--- config.mk ---
export PLATFORM = sky130hd
export DESIGN_NAME = issue_queue_flat
export DESIGN_NICKNAME = d
export VERILOG_FILES = /design/src/rtl/issue_queue_if.sv /design/src/rtl/issue_queue.sv /design/src/flat_wrapper.sv
export SDC_FILE = /design/constraint.sdc
export NUM_CORES = 1
export LEC_CHECK = 0
export CAP_MARGIN = 20
export CELL_PAD_IN_SITES_DETAIL_PLACEMENT = 1
export CELL_PAD_IN_SITES_GLOBAL_PLACEMENT = 1
export CORE_MARGIN = 3
export CORE_UTILIZATION = 39
export DETAILED_ROUTE_END_ITERATION = 7
export PLACE_DENSITY = 0.74
export SLEW_MARGIN = 20
export SYNTH_ARGS = -nofsm -noshare
export SYNTH_HDL_FRONTEND = slang
export SYNTH_SLANG_ARGS = --single-unit
--- constraint.sdc ---
create_clock -name clk -period 6.1 [get_ports clk]
set_input_delay 1.22 -clock clk [delete_from_list [all_inputs] [get_ports clk]]
set_output_delay 1.22 -clock clk [all_outputs]
set_load 0.01 [all_outputs]
--- src/rtl/issue_queue_if.sv ---
// rtl/issue_queue_if.sv - fetch-side push and dual-lane issue bundle for issue_queue
// master drives fetch/control inputs and observes issue outputs; slave is the queue.
interface issue_queue_if #(
  parameter int DW = 32,
  parameter int CW = 4
);
  logic          flush;
  logic          stall;
  logic          in_valid;
  logic [DW-1:0] in_ins0;
  logic [DW-1:0] in_ins1;
  logic [DW-1:0] in_pc;
  logic          in_ready;
  logic          out_valid0;
  logic          out_en1;
  logic [DW-1:0] out_ins0;
  logic [DW-1:0] out_ins1;
  logic [DW-1:0] out_pc;
  logic [CW-1:0] count;

  modport master (
    output flush, stall, in_valid, in_ins0, in_ins1, in_pc,
    input  in_ready, out_valid0, out_en1, out_ins0, out_ins1, out_pc, count
  );

  modport slave (
    input  flush, stall, in_valid, in_ins0, in_ins1, in_pc,
    output in_ready, out_valid0, out_en1, out_ins0, out_ins1, out_pc, count
  );
endinterface

--- src/rtl/issue_queue.sv ---
// rtl/issue_queue.sv - circular instruction buffer with single/dual issue selection
// Define ISSUE_QUEUE_DUAL_EN to enable pairing into lane 1; otherwise single-issue.
module issue_queue #(
  parameter int DEPTH = 8,
  parameter int DW    = 32
) (
  input  logic        clk,
  input  logic        rst,
  issue_queue_if.slave bus
);
  localparam int PW = $clog2(DEPTH);
  localparam int CW = PW + 1;

  logic [DW-1:0] ins_q [DEPTH];
  logic [DW-1:0] ins_d [DEPTH];
  logic [DW-1:0] pc_q  [DEPTH];
  logic [DW-1:0] pc_d  [DEPTH];

  logic [PW-1:0] rp_q, rp_d, wp_q, wp_d, rp1, wp1;
  logic [CW-1:0] count_q, count_d, pop;
  logic          out_valid0_q, out_valid0_d;
  logic          out_en1_q, out_en1_d;
  logic [DW-1:0] out_ins0_q, out_ins0_d;
  logic [DW-1:0] out_ins1_q, out_ins1_d;
  logic [DW-1:0] out_pc_q, out_pc_d;
  logic [DW-1:0] ins_a, ins_b;
  logic          push, issue, pair;

  function automatic logic is_ctrl(input logic [31:0] i);
    return (i[31:26] == 6'd0 && i[5:0] == 6'b001000) ||
           i[31:26] == 6'b000011 || i[31:26] == 6'b000100;
  endfunction

  function automatic logic is_mem(input logic [31:0] i);
    return i[31:26] == 6'b100011 || i[31:26] == 6'b101011;
  endfunction

  function automatic logic [4:0] dest_of(input logic [31:0] i);
    logic [4:0] d;
    d = 5'd0;
    if (i[31:26] == 6'd0 && i[5:0] != 6'b001000) d = i[15:11];
    else if (i[31:26] == 6'b001000 || i[31:26] == 6'b100011) d = i[20:16];
    else if (i[31:26] == 6'b000011) d = 5'd31;
    return d;
  endfunction

  // {rs read, rt read}
  function automatic logic [1:0] src_use(input logic [31:0] i);
    logic [1:0] u;
    u = 2'b00;
    if (i[31:26] == 6'd0) u = (i[5:0] == 6'b001000) ? 2'b10 : 2'b11;
    else if (i[31:26] == 6'b000100 || i[31:26] == 6'b101011) u = 2'b11;
    else if (i[31:26] == 6'b001000 || i[31:26] == 6'b100011) u = 2'b10;
    return u;
  endfunction

  function automatic logic can_pair(input logic [31:0] a, input logic [31:0] b);
    logic [4:0] da;
    logic [1:0] ub;
    logic       hazard;
    da     = dest_of(a);
    ub     = src_use(b);
    hazard = (da != 5'd0) &&
             ((ub[1] && b[25:21] == da) || (ub[0] && b[20:16] == da) ||
              dest_of(b) == da);
    return !is_ctrl(a) && !is_ctrl(b) && !is_mem(b) && !hazard;
  endfunction

  assign bus.in_ready   = (count_q <= CW'(DEPTH - 2));
  assign bus.out_valid0 = out_valid0_q;
  assign bus.out_en1    = out_en1_q;
  assign bus.out_ins0   = out_ins0_q;
  assign bus.out_ins1   = out_ins1_q;
  assign bus.out_pc     = out_pc_q;
  assign bus.count      = count_q;

  always_comb begin
    ins_d        = ins_q;
    pc_d         = pc_q;
    rp_d         = rp_q;
    wp_d         = wp_q;
    out_valid0_d = out_valid0_q;
    out_en1_d    = out_en1_q;
    out_ins0_d   = out_ins0_q;
    out_ins1_d   = out_ins1_q;
    out_pc_d     = out_pc_q;
    rp1          = rp_q + PW'(1);
    wp1          = wp_q + PW'(1);
    ins_a        = ins_q[rp_q];
    ins_b        = ins_q[rp1];
`ifdef ISSUE_QUEUE_DUAL_EN
    pair         = (count_q >= CW'(2)) && can_pair(ins_a[31:0], ins_b[31:0]);
`else
    pair         = 1'b0;
`endif
    push         = bus.in_valid && bus.in_ready && !bus.flush;
    issue        = !bus.stall && !bus.flush && (count_q != '0);
    pop          = issue ? (pair ? CW'(2) : CW'(1)) : '0;

    if (push) begin
      ins_d[wp_q] = bus.in_ins0;
      pc_d[wp_q]  = bus.in_pc;
      ins_d[wp1]  = bus.in_ins1;
      pc_d[wp1]   = bus.in_pc + DW'(1);
      wp_d        = wp_q + PW'(2);
    end

    if (issue) begin
      out_valid0_d = 1'b1;
      out_en1_d    = pair;
      out_ins0_d   = ins_a;
      out_ins1_d   = pair ? ins_b : '0;
      out_pc_d     = pc_q[rp_q];
      rp_d         = pair ? rp_q + PW'(2) : rp1;
    end else if (!bus.stall) begin
      // empty and not held: present NOPs but keep the last PC
      out_valid0_d = 1'b0;
      out_en1_d    = 1'b0;
      out_ins0_d   = '0;
      out_ins1_d   = '0;
    end

    count_d = count_q + (push ? CW'(2) : CW'(0)) - pop;

    if (bus.flush) begin
      rp_d         = '0;
      wp_d         = '0;
      count_d      = '0;
      out_valid0_d = 1'b0;
      out_en1_d    = 1'b0;
      out_ins0_d   = '0;
      out_ins1_d   = '0;
      out_pc_d     = '0;
    end
  end

  // Storage needs no reset: count gates every read.
  always_ff @(posedge clk) begin
    ins_q <= ins_d;
    pc_q  <= pc_d;
  end

  always_ff @(posedge clk) begin
    if (rst) begin
      rp_q         <= '0;
      wp_q         <= '0;
      count_q      <= '0;
      out_valid0_q <= 1'b0;
      out_en1_q    <= 1'b0;
      out_ins0_q   <= '0;
      out_ins1_q   <= '0;
      out_pc_q     <= '0;
    end else begin
      rp_q         <= rp_d;
      wp_q         <= wp_d;
      count_q      <= count_d;
      out_valid0_q <= out_valid0_d;
      out_en1_q    <= out_en1_d;
      out_ins0_q   <= out_ins0_d;
      out_ins1_q   <= out_ins1_d;
      out_pc_q     <= out_pc_d;
    end
  end
endmodule
--- src/flat_wrapper.sv ---
// flat-port wrapper written by rule: the top's interface ports become plain ports
module issue_queue_flat 
#(
  parameter int DEPTH = 8,
  parameter int DW    = 32
)
  (clk, rst, bus_flush, bus_stall, bus_in_valid, bus_in_ins0, bus_in_ins1, bus_in_pc, bus_in_ready, bus_out_valid0, bus_out_en1, bus_out_ins0, bus_out_ins1, bus_out_pc, bus_count);
  issue_queue_if #(.DW(DW)) bus_i ();
  input  logic clk;
  input  logic rst;
  input wire logic [$bits(bus_i.flush)-1:0] bus_flush;
  input wire logic [$bits(bus_i.stall)-1:0] bus_stall;
  input wire logic [$bits(bus_i.in_valid)-1:0] bus_in_valid;
  input wire logic [$bits(bus_i.in_ins0)-1:0] bus_in_ins0;
  input wire logic [$bits(bus_i.in_ins1)-1:0] bus_in_ins1;
  input wire logic [$bits(bus_i.in_pc)-1:0] bus_in_pc;
  output wire logic [$bits(bus_i.in_ready)-1:0] bus_in_ready;
  output wire logic [$bits(bus_i.out_valid0)-1:0] bus_out_valid0;
  output wire logic [$bits(bus_i.out_en1)-1:0] bus_out_en1;
  output wire logic [$bits(bus_i.out_ins0)-1:0] bus_out_ins0;
  output wire logic [$bits(bus_i.out_ins1)-1:0] bus_out_ins1;
  output wire logic [$bits(bus_i.out_pc)-1:0] bus_out_pc;
  output wire logic [$bits(bus_i.count)-1:0] bus_count;
  assign bus_i.flush = bus_flush;
  assign bus_i.stall = bus_stall;
  assign bus_i.in_valid = bus_in_valid;
  assign bus_i.in_ins0 = bus_in_ins0;
  assign bus_i.in_ins1 = bus_in_ins1;
  assign bus_i.in_pc = bus_in_pc;
  assign bus_in_ready = bus_i.in_ready;
  assign bus_out_valid0 = bus_i.out_valid0;
  assign bus_out_en1 = bus_i.out_en1;
  assign bus_out_ins0 = bus_i.out_ins0;
  assign bus_out_ins1 = bus_i.out_ins1;
  assign bus_out_pc = bus_i.out_pc;
  assign bus_count = bus_i.count;
  issue_queue #(.DEPTH(DEPTH), .DW(DW)) u_core (.clk(clk), .rst(rst), .bus(bus_i));
endmodule
==> results.txt <==
status: finished, final reports clean
final instance area: 0.0291 mm^2
clock buffer depth: 3
Clk pin slew, worst setup/hold paths: 60 ps
power share of the combinational group: 6.3%
final setup TNS: 0 ps
gr usage total: 18.5%
detailed-router iteration count before antenna repair: 5
cell count after synthesis: 1472
Max Cap Viol: 0
Routed WL: 61.0 mm
Residual DRC: 0
Net Sw Frac: 21.7%
Nets: 1745
cts bufs inserted: 60
P&R area growth vs syn: 18.5%
Internal Pwr Total: 0.00689 W
final hold vios: 0
DRC violation total after the first TritonRoute iteration: 946
VDD IR max: 0.220 mV
first-pass GRT wire length: 92.5 mm
# IOs: 204
most common cell after layout, fill and taps aside: edfxtp_1
Power, Total: 0.00880 W
Synth cell types: 46
via count: 13435
die area: 0.0660 mm^2
cts hold-fix bufs: 0
critical path arrival: 3900 ps
largest net degree at the start of global routing: 111
post_cts resized: 0
global route total overflow: 0
Root Buffer: clkbuf_16
Place WS: 1880 ps
register area share after synthesis: 68.7%
Die Span Y: 257 um
Top delay family on crit path: compound AO/OA/AOI/OAI gates
PD cells: 303 mW/mm^2
area of the core: 0.0619 mm^2
Static Leakage: 9.06 nW
Slew Limit Headroom: 31.5%
# setup viols final: 0
GPL Wtd Cong: 0.721
Worst-Skew Late Latency: 630 ps
# rows: 91
vias in the first global route: 14763
Max stage delay on crit path: 740 ps
worst path bufs/invs: 1
number of synthesized flops with an enable pin: 512
initial core utilization: 39.6%
CP Capture Type: flip-flop
die width: 257 um
power share of the sequential group: 51.2%
Min Hold Slack: 453 ps
PnR worst setup slack: 2510 ps
synthesized area per cell: 16.7 um^2
cell-by-cell trace of the critical path: clkdlybuf4s50_1 > ha_1 > nand3_1 > or4_4 > o41ai_1 > a21boi_0
clk sinks: 586
PortBufs: 170
placed inst area: 0.0270 mm^2
most frequent cells in the layout: edfxtp_1, clkdlybuf4s50_1, and2_1
htree depth: 2
RSZ-0062 raised after global routing: no
Final Max Slew Viols: 0
Clk network pwr share: 42.5%
Startpoint Class: input port
Primary FF master, synth: edfxtp_1
Via density: 5.33
Routed Antenna Nets: 0
initial antenna violation count: 6
Setup Buffers After CTS: 0
WL/cell: 24.2 um
Fmax achieved: 0.278 GHz
minimum clock period: 3590 ps
Ys Warns: 0
asr flop ratio synth: 0%
CP Class: in2reg
Max stage delay cell, worst path: clkdlybuf4s50_1
Final Skew: 26.1 ps
Max FO, Critical Path: 15
worst hold-check path type: reg2reg
hpwl dp: 34.2 mm
proportion of layout cells with a drive suffix above 1: 15.9%
area of the mapped netlist: 0.0245 mm^2
crit share post-route: 58.9%
Sw Pwr: 0.00191 W
Worst-Margin Slew: 1030 ps
FF+latch count, synth: 586
Req. time, crit path: 6410 ps
CTS tree: yes
==> worst register-to-register path, cell delays in order, from the launching register on <==
cell      delay, ps
dfxtp_1         450
ha_1            220
a21bo_2         140
o211ai_1        160
nor2_1          340
and2_4          620
buf_12          480
==> power groups by stage <==
| stage | Sequential (W) | Clock, W | Combinational, W |
|---|---|---|---|
| after floorplan | 0.00459 | 0 | 0.000305 |
| after global placement | 0.00458 | 0 | 0.000544 |
| after detailed placement | 0.00459 | 0 | 0.000562 |
| after CTS | 0.00451 | 0.00382 | 0.000566 |
| after global routing | 0.00451 | 0.00397 | 0.000609 |
| final | 0.00451 | 0.00374 | 0.000557 |
==> registers in the layout, summed over array words and instances (netlist names) <==
name                   count
u_core.bus.out_valid0      1
u_core.bus.out_pc         32
u_core.bus.out_ins0       32
u_core.rp_q                3
u_core.ins_q             256
u_core.wp_q                2
u_core.pc_q              256
u_core.bus.count           4
==> layer usage <==
metal	wire, um	global-route usage [%]	vias to the layer above
met5	26	0	-
met4	1100	4.61	4
met3	3110	3.34	78
met2	32300	33.8	324
met1	24500	22.6	7131
li1	-	-	5898
==> final timing paths <==
kind / from / end / slack (ps) / cells after the start
max: bus_in_pc[0] / u_core.pc_q[218] / 2510 / 6
min reg2reg: u_core.bus.out_ins0[5] / u_core.bus.out_ins0[5] / 450 / 2
max reg2reg: u_core.bus.count[2] / u_core.pc_q[65] / 3160 / 6
min: u_core.bus.out_ins0[5] / u_core.bus.out_ins0[5] / 450 / 2
==> cell type report <==
| cell class | count | area, um^2 |
|---|---|---|
| Clock buffer | 82 | 1690 |
| Multi-Input combinational cell | 780 | 7160 |
| Clock inverter | 31 | 324 |
| Inverter | 16 | 60.1 |
| Antenna cell | 3 | 7.51 |
| Tap cell | 837 | 1050 |
| Timing Repair Buffer | 188 | 1910 |
| Fill cell | 5994 | 32900 |
| Sequential cell | 586 | 16900 |
==> stage by stage <==
| stage | instances | utilization [%] |
|---|---|---|
| 6_report | 2523 | 46.9 |
| 5_1_grt | 2521 | 46.9 |
| 4_1_cts | 2520 | 46.9 |
| 3_5_place_dp | 2407 | 43.7 |
| 3_3_place_gp | 2407 | 43.7 |
| 2_1_floorplan | 1504 | - |
==> logic make-up after synthesis <==
| logic type | after synthesis | synth area share, % |
|---|---|---|
| muxes | 209 | 15.1 |
| xor gates and xnor gates | 17 | 0.607 |
| other | 1 | 0.0153 |
| and+or+nand+nor | 341 | 8.16 |
| AOI/OAI and AO/OA | 168 | 4.11 |
| buffers and inverters | 138 | 2.71 |
| adders and majority gates | 12 | 0.643 |
| DFF | 586 | 68.7 |
==> cell usage after synthesis (all sizes together) (4+ instances only) <==
master,number,area share [%]
edfxtp,512,63
and2,144,3.7
mux4,128,12
mux2i,81,3.3
dfxtp,74,6.0
o21ai,73,1.5
nand2,64,0.98
clkbuf,62,0.95
buf,60,1.5
a21boi,52,1.6
nor2b,52,1.3
a21oi,34,0.69
inv,16,0.24
nand2b,16,0.41
nor2,13,0.20
ha,11,0.56
nand4,11,0.34
xnor2,11,0.39
or3,10,0.34
nand3,9,0.18
nor3,6,0.18
xor2,6,0.21
and4,4,0.14
or4,4,0.15
Note: power is estimated with default switching activity, not from simulation.
==> patch 1 (same settings) <==
The option `ISSUE_QUEUE_DUAL_EN` is turned on by a define.
--- a/src/rtl/issue_queue.sv
+++ b/src/rtl/issue_queue.sv
@@ -1,5 +1,7 @@
 // rtl/issue_queue.sv - circular instruction buffer with single/dual issue selection
 // Define ISSUE_QUEUE_DUAL_EN to enable pairing into lane 1; otherwise single-issue.
+`define ISSUE_QUEUE_DUAL_EN
+
 module issue_queue #(
   parameter int DEPTH = 8,
   parameter int DW    = 32
Behaviour: not the same (Yosys sat finds a counterexample within 4 cycles, from zero or initial values).
==> patch 1 against the original RTL <==
- worst setup slack got worse by 2.1 ns
- register-to-register slack got worse by 2.7 ns
- routed wire length rose by 38%
- cell area rose by 17%
- area after synthesis rose by 17%
- die area rose by 16%
- critical path type is now flop to flop
- sequential cell count rose by 33
- fmax fell by 36%
- highest routed layer unchanged
- first-iteration DRC count rose by 68%
Power is not compared: it rests on default switching activity, and its combinational part moved more than twofold at a synthesized area within 25%.
==> patch 1: results (changes against the original RTL) <==
| Metric | Value |
|---|---|
| Status | finished, final reports clean |
| Max-slew headroom | 29.7% (-1.8 points) |
| First-pass GRT wire length | 127 mm (+37%) |
| R2R Setup Slk | 0.45 ns (-2.71 ns) |
| 1st-iter DRT viols | 1592 (+68%) |
| CP max stage cell | dfxtp_4 |
| Synthesized instance count | 1876 (+27%) |
| GR Util met3 | 5.08% (+1.7 points) |
| IO Port Bufs | 203 (+19%) |
| Top cells by area, synth | edfxtp_1, mux4_2, dfxtp_1, and2_1, nor2b_1 |
| Post-Route Skew | 0.0383 ns (+0.0122 ns) |
| Gr usage total | 21.8% (+3.3 points) |
| Count of cell types in the netlist | 76 (+65%) |
| Area after DPL | 31700 sq um (+17%) |
| Register area share after synthesis | 61.2% (-7.5 points) |
| Num CTS Buffers | 70 (+17%) |
| CP max stage delay | 0.59 ns (-0.15 ns) |
| Via count | 17.7k (+32%) |
| Max FO, Critical Path | 38 (+23) |
| Synth Area in Adders | 0.621% (-0.021 points) |
| Crit Reg-Reg Startpoint | u_core.rp_q[0]$_SDFFE_PP0P_ |
| Final wirelength | 84.3 mm (+38%) |
| GR Util met2 | 36.7% (+2.9 points) |
| Fmax | 0.177 GHz (-36%) |
| Reg2reg end | u_core.bus.count[3]$_SDFF_PP0_ |
| Mux contribution to synthesized area | 18.9% (+3.9 points) |
| Final non-filler cell total | 3075 (+22%) |
| Final Power | ~10000 uW |
| CP top delay family | multiplexers |
| Gpl congestion | 0.892 (+24%) |
| Kind of critical path | flop to flop |
| # fillers | 6986 (+17%) |
| Worst R2R Path Depth | 16 (+10) |
| Initial antenna violation count | 9 (+3) |
| Fin nets | 2179 (+25%) |
| # H-tree levels | 3 (+1) |
| Layout cells sized above 1 | 20.7% (+4.8 points) |
| Placed Cells | 2943 (+22%) |
| Synth Area in Compound Gates | 5.03% (+0.92 points) |
| Synth Area in XOR/XNOR | 1.16% (+0.56 points) |
| Worst Path Arrival | 6.10 ns (+2.20 ns) |
## patch 1: changes by cell type in the layout (fill, tap and decap cells not counted), sizes merged, moves of 44 or more
cell | unedited run | this run
a22oi | 0 | 44
mux2i | 81 | 37
o21ai | 73 | 18
a21boi | 52 | 0
nor2 | 13 | 119
mux4 | 128 | 189
nor2b | 52 | 122
nand2 | 64 | 120
mux2 | 0 | 65
## patch 1: worst min path at each step
stage                                               from                                   end  slack [ns]  cells past startpoint
floorplan           u_core.bus.out_ins1[21]$_SDFFE_PP0P_  u_core.bus.out_ins1[21]$_SDFFE_PP0P_        0.48                      2
global placement    u_core.bus.out_ins1[22]$_SDFFE_PP0P_  u_core.bus.out_ins1[22]$_SDFFE_PP0P_        0.45                      2
detailed placement    u_core.bus.out_valid0$_SDFFE_PP0P_    u_core.bus.out_valid0$_SDFFE_PP0P_        0.45                      2
CTS                   u_core.bus.out_valid0$_SDFFE_PP0P_    u_core.bus.out_valid0$_SDFFE_PP0P_        0.46                      2
global route          u_core.bus.out_valid0$_SDFFE_PP0P_    u_core.bus.out_valid0$_SDFFE_PP0P_        0.47                      2
finish                u_core.bus.out_valid0$_SDFFE_PP0P_    u_core.bus.out_valid0$_SDFFE_PP0P_        0.45                      2
## patch 1: area by class of cell
class | instances | area [sq um] | share of cell area (%)
Tap cell | 950 | 1190 | 3.49
Clock inverter | 27 | 357 | 1.05
Sequential cell | 619 | 17500 | 51.5
Timing Repair Buffer | 246 | 2420 | 7.12
Antenna cell | 4 | 10.0 | 0.0294
Multi-Input combinational cell | 1111 | 10500 | 30.9
Clock buffer | 101 | 1970 | 5.78
Inverter | 17 | 63.8 | 0.187
## patch 1: layer usage
layer | vias up | wire length, um
met5 | - | 65
met4 | 10 | 2240
met1 | 9349 | 34600
li1 | 7616 | -
met3 | 158 | 5710
met2 | 603 | 41700
==> patch 2 (config.mk and constraints unchanged) <==
Made on the original files. Reset style: asynchronous (`rst`), changed in one clocked block.
--- a/src/rtl/issue_queue.sv
+++ b/src/rtl/issue_queue.sv
@@ -140,7 +140,7 @@
     pc_q  <= pc_d;
   end
 
-  always_ff @(posedge clk) begin
+  always_ff @(posedge clk or posedge rst) begin
     if (rst) begin
       rp_q         <= '0;
       wp_q         <= '0;
Formal check against the unedited RTL: differs if rst is asserted again (counterexample within 4 cycles, from zero or initial values and one cycle with rst high); with rst held inactive, the same outputs for 4 cycles.
==> patch 2 against the original RTL <==
- final cell count grew 13%
- global-route usage grew 1.3 points
- sequential share of layout area shrank 3.4 points
- sequential cell count is the same
- cell area grew 8.5%
- routed wire length grew 15%
- area after synthesis grew 9.6%
- non-clock buffer count grew 2
- worst setup slack lost 0.25 ns
- highest routed layer unchanged
Power is not compared: it rests on default switching activity, and its combinational part moved more than twofold at a synthesized area within 25%.
==> patch 2: results (changes against the original RTL) <==
| Metric | Value |
|---|---|
| CTS resizes | 0 (unchanged) |
| IO Port Bufs | 170 (unchanged) |
| Worst Max-Slew Pin Slew | 1.08 ns (+0.0539 ns) |
| Placed Cells | 2707 (+12%) |
| 1st-iter DRT viols | 1171 (+24%) |
| Mux contribution to synthesized area | 14.1% (-0.92 points) |
| Maximum clock path buffer count | 3 (unchanged) |
| Pin count of the biggest net entering global routing | 95 (-14%) |
| First-pass GRT wire length | 106 mm (+15%) |
| CP max stage delay | 0.98 ns (+0.24 ns) |
| Register area share after synthesis | 64.1% (-4.6 points) |
| Layout cells sized above 1 | 14.7% (-1.2 points) |
| # H-tree levels | 3 (+1) |
| Gpl congestion | 0.768 (+6.5%) |
| Status | finished, final reports clean |
| Fin nets | 2023 (+16%) |
| DR WL/cell | 24.8 um (+2.6%) |
| Initial antenna violation count | 4 (-2) |
| Vias in the first global route | 16.9k (+14%) |
| Post-synth EDFFs | 512 (unchanged) |
| Area after DPL | 29300 sq um (+8.5%) |
| VDD IR max | 0.229 mV |
| Synth Area in XOR/XNOR | 0.521% (-0.086 points) |
| Syn_area_per_cell | 15.1 sq um (-9.2%) |
| Post-Route Skew | 0.0234 ns (-0.00273 ns) |
| Top cells by area, synth | edfxtp_1, mux4_2, and2_1, dfrtp_1, mux2i_1 |
| Max FO, Critical Path | 12 (-3) |
| Hold crit path type | flop to flop |
| Clk_lat worst skew | 0.60 ns (-0.03 ns) |
| Avg Vias per Cell | 5.39 (+1.1%) |
| Count of cell types in the netlist | 48 (+4.3%) |
| Gr usage total | 19.8% (+1.3 points) |
| CTS Root Cell | clkbuf_16 |
| Synth Area in Compound Gates | 2.84% (-1.3 points) |
| Synth Area in Adders | 0.773% (+0.13 points) |
| Sw power | ~3100 uW |
| Gate power share | a little over a fifth |
| DRT Pass-1 Iters | 5 (unchanged) |
| Most frequent cells after synthesis | edfxtp_1, and2_1, mux4_2, clkbuf_1, mux2i_1 |
| Num CTS Buffers | 68 (+13%) |
| Post-DP HPWL | 39.5 mm (+16%) |
| Final non-filler cell total | 2839 (+13%) |
| Asr flop ratio synth | 12.6% (+13 points) |
| Place WS | 1.71 ns (-0.169 ns) |
| Worst Path Arrival | 4.18 ns (+0.28 ns) |
| CP max stage cell | or4b_2 |
patch 2: worst max-delay path, delay by kind of cell:
family | cells | cell delay [ns]
mux | 1 | 0.38
simple gates | 3 | 1.90
buf+inv | 1 | 0.66
patch 2: final cells by class:
type                    instances  area [sq um]
multi-input cells            1044          9050
flip-flops and latches        586         17200
fillers                      6601         36200
well taps                     873          1090
clock buffers                 104          2010
diodes                          7          17.5
repair buffers                190          1950
inverters                      16          61.3
clock inverters                19           124
patch 2: path summary, 6_finish.rpt:
kind	from	endpoint	slack, ns	depth (start not counted)
worst max-delay path	bus_in_pc[3]	u_core.pc_q[155]$_DFFE_PP_	2.26	5
worst max register to register	u_core.wp_q[2]$_DFFE_PP0N_	u_core.pc_q[42]$_DFFE_PP_	2.96	3
worst min-delay path	u_core.bus.out_ins0[24]$_DFFE_PP0P_	u_core.bus.out_ins0[24]$_DFFE_PP0P_	0.48	2
max in group asynchronous	rst	u_core.rp_q[2]$_DFFE_PP0P_	3.81	3
min in group asynchronous	rst	u_core.bus.out_ins0[0]$_DFFE_PP0P_	1.07	2
worst min register to register	u_core.bus.out_ins0[24]$_DFFE_PP0P_	u_core.bus.out_ins0[24]$_DFFE_PP0P_	0.48	2
patch 2: kinds of logic (layout without fill, tap and decap cells):
group / Yosys count / after routing
AND/OR/NAND/NOR: 636 / 636
flip-flops: 586 / 586
multiplexers: 218 / 218
buffers and inverters: 178 / 329
AO/OA/AOI/OAI: 125 / 125
adder cells (fa/ha/maj): 16 / 16
XOR/XNOR: 16 / 16
other: 1 / 40
patch 2: layer usage:
layer,vias to the layer above,track usage (%),share of wire (%)
li1,6728,-,-
met1,8062,26.2,42
met2,424,34.2,50
met3,74,3.36,6.0
met4,2,4.68,1.5
met5,-,0,0.017
